`src/rtl/i2c_pkg.sv`:
```
//==============================================================================
// i2c_pkg: shared encodings for the I2C frame master (PHY commands, states, rw).
// Rev 1.0
//==============================================================================
`default_nettype none

package i2c_pkg;

   localparam logic [1:0] CMD_START = 2'd0;
   localparam logic [1:0] CMD_WRITE = 2'd1;
   localparam logic [1:0] CMD_READ  = 2'd2;
   localparam logic [1:0] CMD_STOP  = 2'd3;

   localparam logic RW_WRITE = 1'b0;
   localparam logic RW_READ  = 1'b1;

   typedef enum logic [3:0] {
      S_IDLE   = 4'd0,
      S_START  = 4'd1,
      S_DEV_W  = 4'd2,
      S_REG    = 4'd3,
      S_WD_HI  = 4'd4,
      S_WD_LO  = 4'd5,
      S_RSTART = 4'd6,
      S_DEV_R  = 4'd7,
      S_RD_LO  = 4'd8,
      S_RD_HI  = 4'd9,
      S_STOP   = 4'd10,
      S_RESP   = 4'd11
   } state_t;

   typedef enum logic {
      PH_ISSUE = 1'b0,
      PH_WAIT  = 1'b1
   } phase_t;

endpackage

`default_nettype wire

```
`src/rtl/i2c_frame_master.sv`:
```
//==============================================================================
// i2c_frame_master: sequences one 16-bit register write/read into I2C byte commands.
// Rev 1.0 -- optional macro: I2C_MASTER_TIMEOUT_EN (per-command done timeout)
//==============================================================================
`default_nettype none

module i2c_frame_master
   import i2c_pkg::*;
#(
   parameter int TIMEOUT_CYCLES = 50000,
   parameter int TIMEOUT_W      = 16
) (
   input  logic        clk_i,
   input  logic        rst_n_i,
   input  logic        req_valid_i,
   output logic        req_ready_o,
   input  logic        req_rw_i,
   input  logic [6:0]  req_dev_addr_i,
   input  logic [7:0]  req_reg_addr_i,
   input  logic [15:0] req_wdata_i,
   output logic        rsp_valid_o,
   output logic [15:0] rsp_rdata_o,
   output logic        rsp_err_o,
   output logic [1:0]  phy_cmd_o,
   output logic        phy_cmd_valid_o,
   input  logic        phy_cmd_ready_i,
   output logic [7:0]  phy_tx_data_o,
   output logic        phy_mack_o,
   input  logic        phy_done_i,
   input  logic        phy_ack_i,
   input  logic [7:0]  phy_rx_data_i
);

   state_t      state_q, state_d;
   phase_t      phase_q, phase_d;
   logic        err_q, err_d;
   logic        rw_q;
   logic [6:0]  dev_q;
   logic [7:0]  reg_q;
   logic [15:0] wdata_q;
   logic [15:0] rx_q;
   logic [15:0] rdata_q;

   logic accept;
   logic cmd_state;
   logic done_evt;
   logic nack;
   logic timeout;

   assign req_ready_o     = (state_q == S_IDLE);
   assign accept          = req_valid_i && req_ready_o;
   assign cmd_state       = (state_q != S_IDLE) && (state_q != S_RESP);
   assign phy_cmd_valid_o = cmd_state && (phase_q == PH_ISSUE);
   assign done_evt        = cmd_state && (phase_q == PH_WAIT) && phy_done_i;
   assign nack            = !phy_ack_i && (state_q inside {S_DEV_W, S_REG, S_WD_HI, S_WD_LO, S_DEV_R});
   assign rsp_valid_o     = (state_q == S_RESP);
   assign rsp_err_o       = rsp_valid_o && err_q;
   assign rsp_rdata_o     = rdata_q;

`ifdef I2C_MASTER_TIMEOUT_EN
   logic [TIMEOUT_W-1:0] wait_cnt_q;

   // Counter restarts from zero on every WAIT entry because it is held clear in ISSUE.
   always_ff @(posedge clk_i or negedge rst_n_i) begin
      if (!rst_n_i) begin
         wait_cnt_q <= '0;
      end else if ((phase_q == PH_WAIT) && !phy_done_i) begin
         wait_cnt_q <= wait_cnt_q + 1'b1;
      end else begin
         wait_cnt_q <= '0;
      end
   end

   assign timeout = cmd_state && (phase_q == PH_WAIT) && !phy_done_i &&
                    (wait_cnt_q == TIMEOUT_W'(TIMEOUT_CYCLES - 1));
`else
   assign timeout = 1'b0;
`endif

   // Command decode depends only on state and latched request, so it stays
   // stable for the whole ISSUE phase.
   always_comb begin
      phy_cmd_o     = CMD_START;
      phy_tx_data_o = '0;
      phy_mack_o    = 1'b0;
      case (state_q)
         S_START, S_RSTART: phy_cmd_o = CMD_START;
         S_DEV_W: begin
            phy_cmd_o     = CMD_WRITE;
            phy_tx_data_o = {dev_q, 1'b0};
         end
         S_REG: begin
            phy_cmd_o     = CMD_WRITE;
            phy_tx_data_o = reg_q;
         end
         S_WD_HI: begin
            phy_cmd_o     = CMD_WRITE;
            phy_tx_data_o = wdata_q[15:8];
         end
         S_WD_LO: begin
            phy_cmd_o     = CMD_WRITE;
            phy_tx_data_o = wdata_q[7:0];
         end
         S_DEV_R: begin
            phy_cmd_o     = CMD_WRITE;
            phy_tx_data_o = {dev_q, 1'b1};
         end
         S_RD_LO: begin
            phy_cmd_o  = CMD_READ;
            phy_mack_o = 1'b1;
         end
         S_RD_HI:  phy_cmd_o = CMD_READ;
         S_STOP:   phy_cmd_o = CMD_STOP;
         default:  ;
      endcase
   end

   always_comb begin
      state_d = state_q;
      phase_d = phase_q;
      err_d   = err_q;
      case (state_q)
         S_IDLE: begin
            if (accept) begin
               state_d = S_START;
               phase_d = PH_ISSUE;
               err_d   = 1'b0;
            end
         end
         S_RESP: state_d = S_IDLE;
         default: begin
            if (phase_q == PH_ISSUE) begin
               // A done coincident with ready is deliberately ignored here.
               if (phy_cmd_ready_i) begin
                  phase_d = PH_WAIT;
               end
            end else if (phy_done_i) begin
               phase_d = PH_ISSUE;
               if (nack) begin
                  err_d   = 1'b1;
                  state_d = S_STOP;
               end else begin
                  case (state_q)
                     S_START:  state_d = S_DEV_W;
                     S_DEV_W:  state_d = S_REG;
                     S_REG:    state_d = (rw_q == RW_READ) ? S_RSTART : S_WD_HI;
                     S_WD_HI:  state_d = S_WD_LO;
                     S_WD_LO:  state_d = S_STOP;
                     S_RSTART: state_d = S_DEV_R;
                     S_DEV_R:  state_d = S_RD_LO;
                     S_RD_LO:  state_d = S_RD_HI;
                     S_RD_HI:  state_d = S_STOP;
                     S_STOP:   state_d = S_RESP;
                     default:  state_d = S_IDLE;
                  endcase
               end
            end else if (timeout) begin
               // Bus presumed hung: report without attempting a STOP.
               err_d   = 1'b1;
               state_d = S_RESP;
               phase_d = PH_ISSUE;
            end
         end
      endcase
   end

   always_ff @(posedge clk_i or negedge rst_n_i) begin
      if (!rst_n_i) begin
         state_q <= S_IDLE;
         phase_q <= PH_ISSUE;
         err_q   <= 1'b0;
         rw_q    <= RW_WRITE;
         dev_q   <= '0;
         reg_q   <= '0;
         wdata_q <= '0;
         rx_q    <= '0;
         rdata_q <= '0;
      end else begin
         state_q <= state_d;
         phase_q <= phase_d;
         err_q   <= err_d;
         if (accept) begin
            rw_q    <= req_rw_i;
            dev_q   <= req_dev_addr_i;
            reg_q   <= req_reg_addr_i;
            wdata_q <= req_wdata_i;
         end
         if (done_evt && (state_q == S_RD_LO)) begin
            rx_q[7:0] <= phy_rx_data_i;
         end
         if (done_evt && (state_q == S_RD_HI)) begin
            rx_q[15:8] <= phy_rx_data_i;
         end
         // Read data is published only when a read finishes cleanly.
         if (done_evt && (state_q == S_STOP) && (rw_q == RW_READ) && !err_q) begin
            rdata_q <= rx_q;
         end
      end
   end

endmodule

`default_nettype wire
```
`config.mk`:
```
export PLATFORM = sky130hd
export DESIGN_NAME = i2c_frame_master
export DESIGN_NICKNAME = d
export VERILOG_FILES = /design/src/rtl/i2c_pkg.sv /design/src/rtl/i2c_frame_master.sv
export SDC_FILE = /design/constraint.sdc
export NUM_CORES = 1
export LEC_CHECK = 0
export ABC_CLOCK_PERIOD_IN_PS = 5000
export CAP_MARGIN = 20
export CELL_PAD_IN_SITES_DETAIL_PLACEMENT = 2
export CELL_PAD_IN_SITES_GLOBAL_PLACEMENT = 2
export CORE_ASPECT_RATIO = 1.25
export CORE_MARGIN = 8
export CORE_UTILIZATION = 36
export CTS_CLUSTER_SIZE = 30
export DETAILED_ROUTE_END_ITERATION = 10
export PLACE_DENSITY_LB_ADDON = 0.12
export SYNTH_ARGS = -nofsm -noshare
export SYNTH_HDL_FRONTEND = slang
export SYNTH_SLANG_ARGS = --single-unit
```
`constraint.sdc`:
```
create_clock -name clk_i -period 5 [get_ports clk_i]
set_clock_uncertainty 0.2 [all_clocks]
set_input_delay 1.5 -clock clk_i [delete_from_list [all_inputs] [get_ports clk_i]]
set_output_delay 1.5 -clock clk_i [all_outputs]
set_load 0.05 [all_outputs]
```
==> Word level (Yosys, flattened, before mapping) <==
Index checks and enable logic that the tools add are counted.
{ "op_classes": {"bitwise_logic": 2, "eq_ne": 13, "n_reduce_logical": 28, "mux": 19} }
{ "op_table": {"columns": ["op", "count"], "rows": [
  ["$pmux W8 S5", 1],
  ["$pmux W4 S9", 1],
  ["$eq A4 B3 Y1 const B", 4],
  ["$eq A4 B4 Y1 const B", 4],
  ["$mux W4", 4],
  ["$logic_and A1 B1 Y1", 12],
  ["$eq A4 B2 Y1 const B", 2],
  ["$mux W1", 8],
  ["$pmux W4 S2", 1],
  ["$pmux W2 S3", 1],
  ["$reduce_bool A2 Y1", 3],
  ["$reduce_bool A3 Y1", 2],
  ["$reduce_and A5 Y1", 1],
  ["$reduce_bool A5 Y1", 1],
  ["$reduce_or A5 Y1", 1],
  ["$eq A4 B1 Y1 const B", 1],
  ["$logic_not A4 Y1", 1],
  ["$ne A4 B4 Y1 const B", 1],
  ["$pmux W1 S2", 2],
  ["$reduce_bool A4 Y1", 1],
  ["$reduce_or A2 Y1", 2],
  ["$reduce_and A3 Y1", 1],
  ["$logic_not A1 Y1", 2],
  ["$mux W2", 1],
  ["3 further kinds", 4]
]} }
{ "word_totals": {"word_cells": 72, "reg_bits": 70, "output_inout_bits": 31} }

==> Depth between registers and ports, before layout <==
Gate-level depths: netlist of the first run.
{ "logic_depth": {"depth_word": 7, "ltp_mapped": 5, "depth_no_buf": 3} }

==> Worst setup path after synthesis of the first run <==
OpenSTA, ideal clock, no wires.
{ "synth_path": {"path_type": "flip-flop to output port", "startpoint": "register state_q[2]", "endpoint": "output phy_cmd_valid_o", "setup_slack_ns": 1.172, "stages_incl_launch_ff": 4, "arrival_ns": 2.128, "n_path_buf": 1, "cell_sequence": "dfrtp_1 -> and4b_1 -> clkbuf_1 -> nor3_1"} }
{ "synth_via": {"elab_chain_len": 3, "word_cells_on_any_way": 4} }
{ "synth_lines": {"columns": ["element", "line", "text"], "rows": [
  ["start: declaration", "i2c_frame_master.sv:34", "state_t state_q, state_d;"],
  ["start signal: assignment", "i2c_frame_master.sv:179", "state_q <= state_d;"],
  ["$ne A4 B4 Y1 or $reduce_bool A4 Y1 (tied branches)", "i2c_frame_master.sv:52", "assign cmd_state = (state_q != S_IDLE) && (state_q != S_RESP);"],
  ["$logic_and A1 B1 Y1 *", "i2c_frame_master.sv:52", null],
  ["$logic_and A1 B1 Y1 *", "i2c_frame_master.sv:53", "assign phy_cmd_valid_o = cmd_state && (phase_q == PH_ISSUE);"],
  ["end: declaration", "i2c_frame_master.sv:25", "output logic phy_cmd_valid_o,"]
]} }
Mark *: on every way between the ends. The rest lies on a longest branch, timed or not.

==> Worst setup path after layout of the first run <==
{ "layout_path": {"startpoint": "register state_q[2]", "endpoint": "output phy_tx_data_o[3]"} }
{ "layout_via": {"elab_chain_len": 2, "word_cells_on_any_way": 6} }
{ "layout_lines": {"columns": ["element", "line", "text"], "rows": [
  ["$eq A4 B3 Y1 or $eq A4 B2 Y1 (tied branches)", "i2c_frame_master.sv:86", "case (state_q)"],
  ["$pmux W8 S5 *", "i2c_frame_master.sv:86", null],
  ["end: declaration", "i2c_frame_master.sv:27", "output logic [7:0] phy_tx_data_o,"]
]} }
Marked as above.

==> impl_results.md, run 1 <==
- Status: complete, no violations
- DRC: 0
- Mapped cell area: 3200 um2
- Pre-CTS setup slack: 893 ps
- FF-to-FF path depth: 5
- CP required: 3300 ps
- GRT Util Overall: 15.2%
- CTS buffer count: 9
- Clock latency reported for the late side of the worst-skew pair: 350 ps
- Syn-to-layout area delta: 33.3%
- Post-layout util: 49.3%
- Syn_area_per_cell: 13.4 um2
- IO Count: 77
- Post-DP HPWL: 6.51 mm
- N_diodes: 0
- Worst Path Max Fanout: 14
- Achievable Freq: 0.224 GHz
- Routed wire length: 8.64 mm
- Fin crit share: 89.2%
- Post-synth EDFFs: 0
- Startpoint Class: flop
- Final WS setup: 538 ps
- Hold Path Stages: 1
- PwrDens: 651 nW/um2
- Input/output buffers: 76
- Setup violations, final: 0
- Synth cell count leaders: dfrtp_1 (70), mux2_2 (33), mux2_1 (31)
- Sequential fraction of the synthesis area: 54.7%
- Starting Density: 37.0%
- Fillers: 880
- Clk root buf: clkbuf_8
- Core area: 8650 um2
- Synth Warn #: 0
- Crit end category: output port
- Setup bufs post-CTS: 0
- Vias in the first global route: 2586
- Final Slew Violations: 0
- Post-route antenna net violation count: 0
- CTS tree: built
- Routed len/inst: 19.5 um
- Worst-margin pin slew: 711 ps
- GRT overflow: 0
- Synthesized instance count: 238
- Clock slew at reported path FFs: 80 ps
- Ys async rst share: 100%
- Max VDD drop: 0.261 mV
- Arr. time, crit path: 2760 ps
- Final Hold Violating Endpoints: 0
- Sequential cell area: 1750 um2
- Proportion of netlist area held by the largest area contributor: 54.7%
- Worst Path Class, Setup: flop to output port
- CTS sink cnt: 70
- Post-synthesis sequential element count: 70
- Syn_nets: 284
- DIE HEIGHT: 121 um
- Final Critical Period: 4460 ps
- Via density: 5.05
- Max_cap viols: 0
- H-tree lvl count: 3
- Number of detailed-route iterations in the first pass: 4
- Hold buffer count at CTS: 0
- Ratio of cells with drive above 1 in the final layout: 20.2%
- Dominant cells by area after synthesis: dfrtp_1 (55%), mux2_2 (12%), mux2_1 (11%), a221o_1 (1.9%), mux2i_1 (1.9%)
- CTS resizes: 0
- Lkg Pwr: 0.00182 uW
- Most frequent cell after synthesis: dfrtp_1
- CTS Buffer Depth: 2
- Setup TNS: 0 ps
- Initial DRC count: 60
- Final #Nets: 363
- Rows: 38
- Cell variety after synth: 46
- Slew headroom: 52.2%
- Die W: 100 um
- Multi-input gate area: 1340 um2
- Yosys top cell by area: dfrtp_1
- Synth Flop Type: dfrtp_1
- Hold Crit Class: flop to flop
- Final Power: 2780 uW
- Via Count: 2230
- Die area: 12200 um2
- Routability cong.: 0.798
- RSZ-0062 raised after global routing: false
- Largest net degree at the start of global routing: 44
- First-pass GRT wire length: 14.2 mm
- Initial antenna violation count: 0
## state kept, by name (all words and copies together), names as in the netlist
signal       cells
phase_q          1
state_q          4
rsp_rdata_o     16
dev_q            7
err_q            1
rw_q             1
reg_q            8
rx_q            16
wdata_q         16
## per-layer routing
metal / global-route usage (%) / wire length (um) / up-vias
li1: - / - / 1031
met1: 17.3 / 3570 / 1135
met2: 25.3 / 4420 / 51
met3: 5.28 / 504 / 13
met4: 6.64 / 142 / 0
met5: 0 / 0 / -
## stage by stage
step / instances / hold slack, ps / area [um2]
after floorplan: 238 / 250 / 3200
after global placement: 425 / 264 / 4060
after detailed placement: 425 / 273 / 4060
after CTS: 441 / 290 / 4250
after global routing: 442 / 314 / 4270
final: 442 / 286 / 4270
## layout make-up
type / instances / share of cell area, %
Clock buffer: 11 / 3.55
Clock inverter: 5 / 0.792
Inverter: 5 / 0.440
Multi-Input combinational cell: 148 / 31.4
Sequential cell: 70 / 41.1
Tap cell: 120 / 3.52
Timing Repair Buffer: 83 / 19.2
## worst max-delay path, stage by stage, from the launching register on
cell	delay [ps]
dfrtp_1	530
or2_2	400
a21oi_1	410
a221o_1	240
clkdlybuf4s50_1	820
## kinds of logic after synthesis
logic type,share of synthesized area (%)
simple gates,9.73
mux,24.4
flops,54.7
buf+inv,3.44
compound gates,7.70
## power breakdown
group | switching [uW] | internal (uW)
clock | 219 | 206
combinational | 787 | 552
sequential | 186 | 828
total | 1190 | 1590
## path summary, 6_finish.rpt
| check | from | to | slack (ps) |
|---|---|---|---|
| worst max-delay path | state_q[2] | phy_tx_data_o[3] | 540 |
| min in group asynchronous | rst_n_i | phase_q | 880 |
| worst min register to register | rx_q[7] | rsp_rdata_o[7] | 290 |
| max in group asynchronous | rst_n_i | dev_q[1] | 2950 |
| worst min-delay path | rx_q[7] | rsp_rdata_o[7] | 290 |
| worst max register to register | state_q[1] | reg_q[3] | 2190 |
## cells in the final DEF (no fill, tap or decap), drive strengths merged, types with 2 or more instances in the layout
| cell | count |
|---|---|
| nor3 | 4 |
| or2 | 2 |
| a221o | 6 |
| clkbuf | 11 |
| clkinv | 3 |
| nor2b | 5 |
| nor4bb | 2 |
| buf | 8 |
| mux2 | 64 |
| mux2i | 6 |
| nand2 | 6 |
| and2 | 2 |
| a22oi | 2 |
| o22ai | 2 |
| inv | 5 |
| dfrtp | 70 |
| and4 | 2 |
| a21oi | 6 |
| nand2b | 2 |
| clkdlybuf4s50 | 75 |
| o21ai | 3 |
| or3b | 2 |
| nor4 | 2 |
| nor2 | 7 |
| a311oi | 2 |
| clkinvlp | 2 |
| and3 | 3 |
Note: power is estimated with default switching activity, not from simulation.
==> inputs of run 2 (changes only) <==
TNS_END_PERCENT = 10   (was not set)
==> results of run 2 <==
Final layout, timing and power as in run 1 (identical DEF).
==> inputs of run 3 (changes only) <==
ABC_CLOCK_PERIOD_IN_PS = 4300   (was 5000)
CORE_UTILIZATION = 33   (was 36)
clock period = 4.3 ns   (was 5 ns; I/O delays follow)
==> impl_results.md, run 3 (synthesis gave the netlist of run 1 again) <==
- Ratio of cells with drive above 1 in the final layout: 22.0%
- Most frequent CP cell: buf_4
- First-pass GRT wire length: 14.3 mm
- Fillers: 933
- CP max stage cell: dfrtp_1
- CP endpoint: phy_tx_data_o[2]
- Hold buffer count at CTS: 0
- P_int: 2130 uW
- Routed len/inst: 19.1 um
- Number of detailed-route iterations in the first pass: 4
- GRT overflow: 0
- Most frequent cells in the layout: dfrtp_1 (70), clkdlybuf4s50_1 (70), mux2_2 (33), mux2_1 (31), buf_4 (13)
- R2r setup slk: 1850 ps
- WP depth: 5
- Status: complete, no violations
- Setup bufs post-CTS: 0
- Post-layout util: 46.3%
- R2R Path End: dev_q[4]
- CTS tree: built
- CTS Buffer Depth: 2
- GRT Util Overall: 13.7%
- Max VDD drop: 0.346 mV
- Final Hold Violating Endpoints: 0
- Final Non-Filler Cells: 449
- Max_cap viols: 0
- Max stage delay on crit path: 550 ps
- R2R Path Start: state_q[1]
- Rows: 40
- Clock slew at reported path FFs: 60 ps
- Routed wire length: 8.59 mm
- Final Critical Period: 4020 ps
- Post-DP HPWL: 6.20 mm
- Top Family by Delay on Critical Path: compound AO/OA/AOI/OAI gates
- Setup TNS: 0 ps
- DRC: 0
- Metal2 WL: 4.39 mm
- RSZ-0062 raised after global routing: false
- Clk root buf: clkbuf_16
- PwrDens: 807 nW/um2
- H-tree lvl count: 3
- Die W: 104 um
- Top routing layer used: met4
- Slew headroom: 38.8%
- Startpoint Class: flop
- Via density: 5.03
- IO Count: 77
- Net Sw Frac: 39.9%
- Input/output buffers: 76
- Worst Path Class, Setup: flop to output port
- Clock latency reported for the late side of the worst-skew pair: 330 ps
- Reg power frac: 33.2%
- Worst Path Max Fanout: 15
- Vias in the first global route: 2665
- Initial DRC count: 32
- Cell Chain, Critical Path: buf_4 > or2_2 > a21oi_1 > a221o_1 > buf_4
- Lkg Pwr: 0.00189 uW
- Crit end category: output port
- Worst-margin pin slew: 918 ps
- Logic pwr share: 43.9%
- Clock power share: 23.0%
- Arr. time, crit path: 2530 ps
- Routability cong.: 0.738
- CTS resizes: 0
- FF-to-FF path depth: 5
- Final WS setup: 285 ps
- DIE HEIGHT: 126 um
- Die area: 13100 um2
- CP required: 2810 ps
- Final #Nets: 364
- Placed Cells: 433
- Setup violations, final: 0
- Final Slew Violations: 0
- Core area: 9510 um2
- Syn-to-layout area delta: 37.5%
- Achievable Freq: 0.249 GHz
- CP Launch Point: state_q[2]
- Starting Density: 33.7%
- N_diodes: 0
- Fin crit share: 93.4%
- Initial antenna violation count: 0
- Via Count: 2258
- Hold Crit Class: flop to flop
- CTS buffer count: 9
- CTS sink cnt: 70
- Pre-CTS setup slack: 663 ps
- Met3 WL: 399 um
- WP buf/inv: 2
- P_sw: 1420 uW
- Metal-1 WL: 3.71 mm
- Largest net degree at the start of global routing: 71
- Post-route antenna net violation count: 0
run 3: worst min path at each step:
| stage | startpoint | end | slack (ps) | cells past startpoint |
|---|---|---|---|---|
| after floorplan | wdata_q[8] | wdata_q[8] | 250 | 1 |
| final | rx_q[3] | rsp_rdata_o[3] | 290 | 1 |
| after global routing | dev_q[2] | dev_q[2] | 310 | 1 |
| after CTS | rx_q[3] | rsp_rdata_o[3] | 290 | 1 |
| after global placement | reg_q[4] | reg_q[4] | 270 | 1 |
| after detailed placement | rx_q[3] | rsp_rdata_o[3] | 270 | 1 |
run 3: final cells by class:
| class | instances | area (um2) | share of cell area (%) |
|---|---|---|---|
| inverter | 5 | 18.8 | 0.426 |
| sequential | 70 | 1750 | 39.8 |
| clock inverter | 6 | 92.6 | 2.10 |
| multi-input combinational | 148 | 1340 | 30.4 |
| timing repair buffer | 84 | 803 | 18.2 |
| clock buffer | 10 | 239 | 5.43 |
| tap | 126 | 158 | 3.58 |
run 3: worst reg2reg max path, cell delays in order, from the launching register on:
cell and delay (ps):
dfrtp_1 600, buf_4 280, nor4_4 360, and2_1 210, buf_4 290, mux2_1 380
run 3: through the flow:
stage	cell area, um2	total power [uW]	hold WS (ps)
3_3_place_gp	4070	2710	267
4_1_cts	4400	3610	288
6_report	4400	3550	289
5_1_grt	4400	3760	308
2_1_floorplan	3200	2230	250
3_5_place_dp	4070	2760	275
run 3: layer usage:
layer / vias to the layer above / global-route usage [%]
met5: - / 0
met4: 0 / 4.61
met3: 7 / 4.29
met2: 47 / 23.2
met1: 1168 / 16.0
li1: 1036 / -
run 3: power by group through the flow:
| stage | registers, uW | clock network [uW] | logic (uW) |
|---|---|---|---|
| global route | 1220 | 868 | 1670 |
| finish | 1180 | 816 | 1560 |
| detailed placement | 1180 | 0 | 1580 |
| floorplan | 1280 | 0 | 951 |
| global placement | 1170 | 0 | 1540 |
| CTS | 1180 | 843 | 1590 |
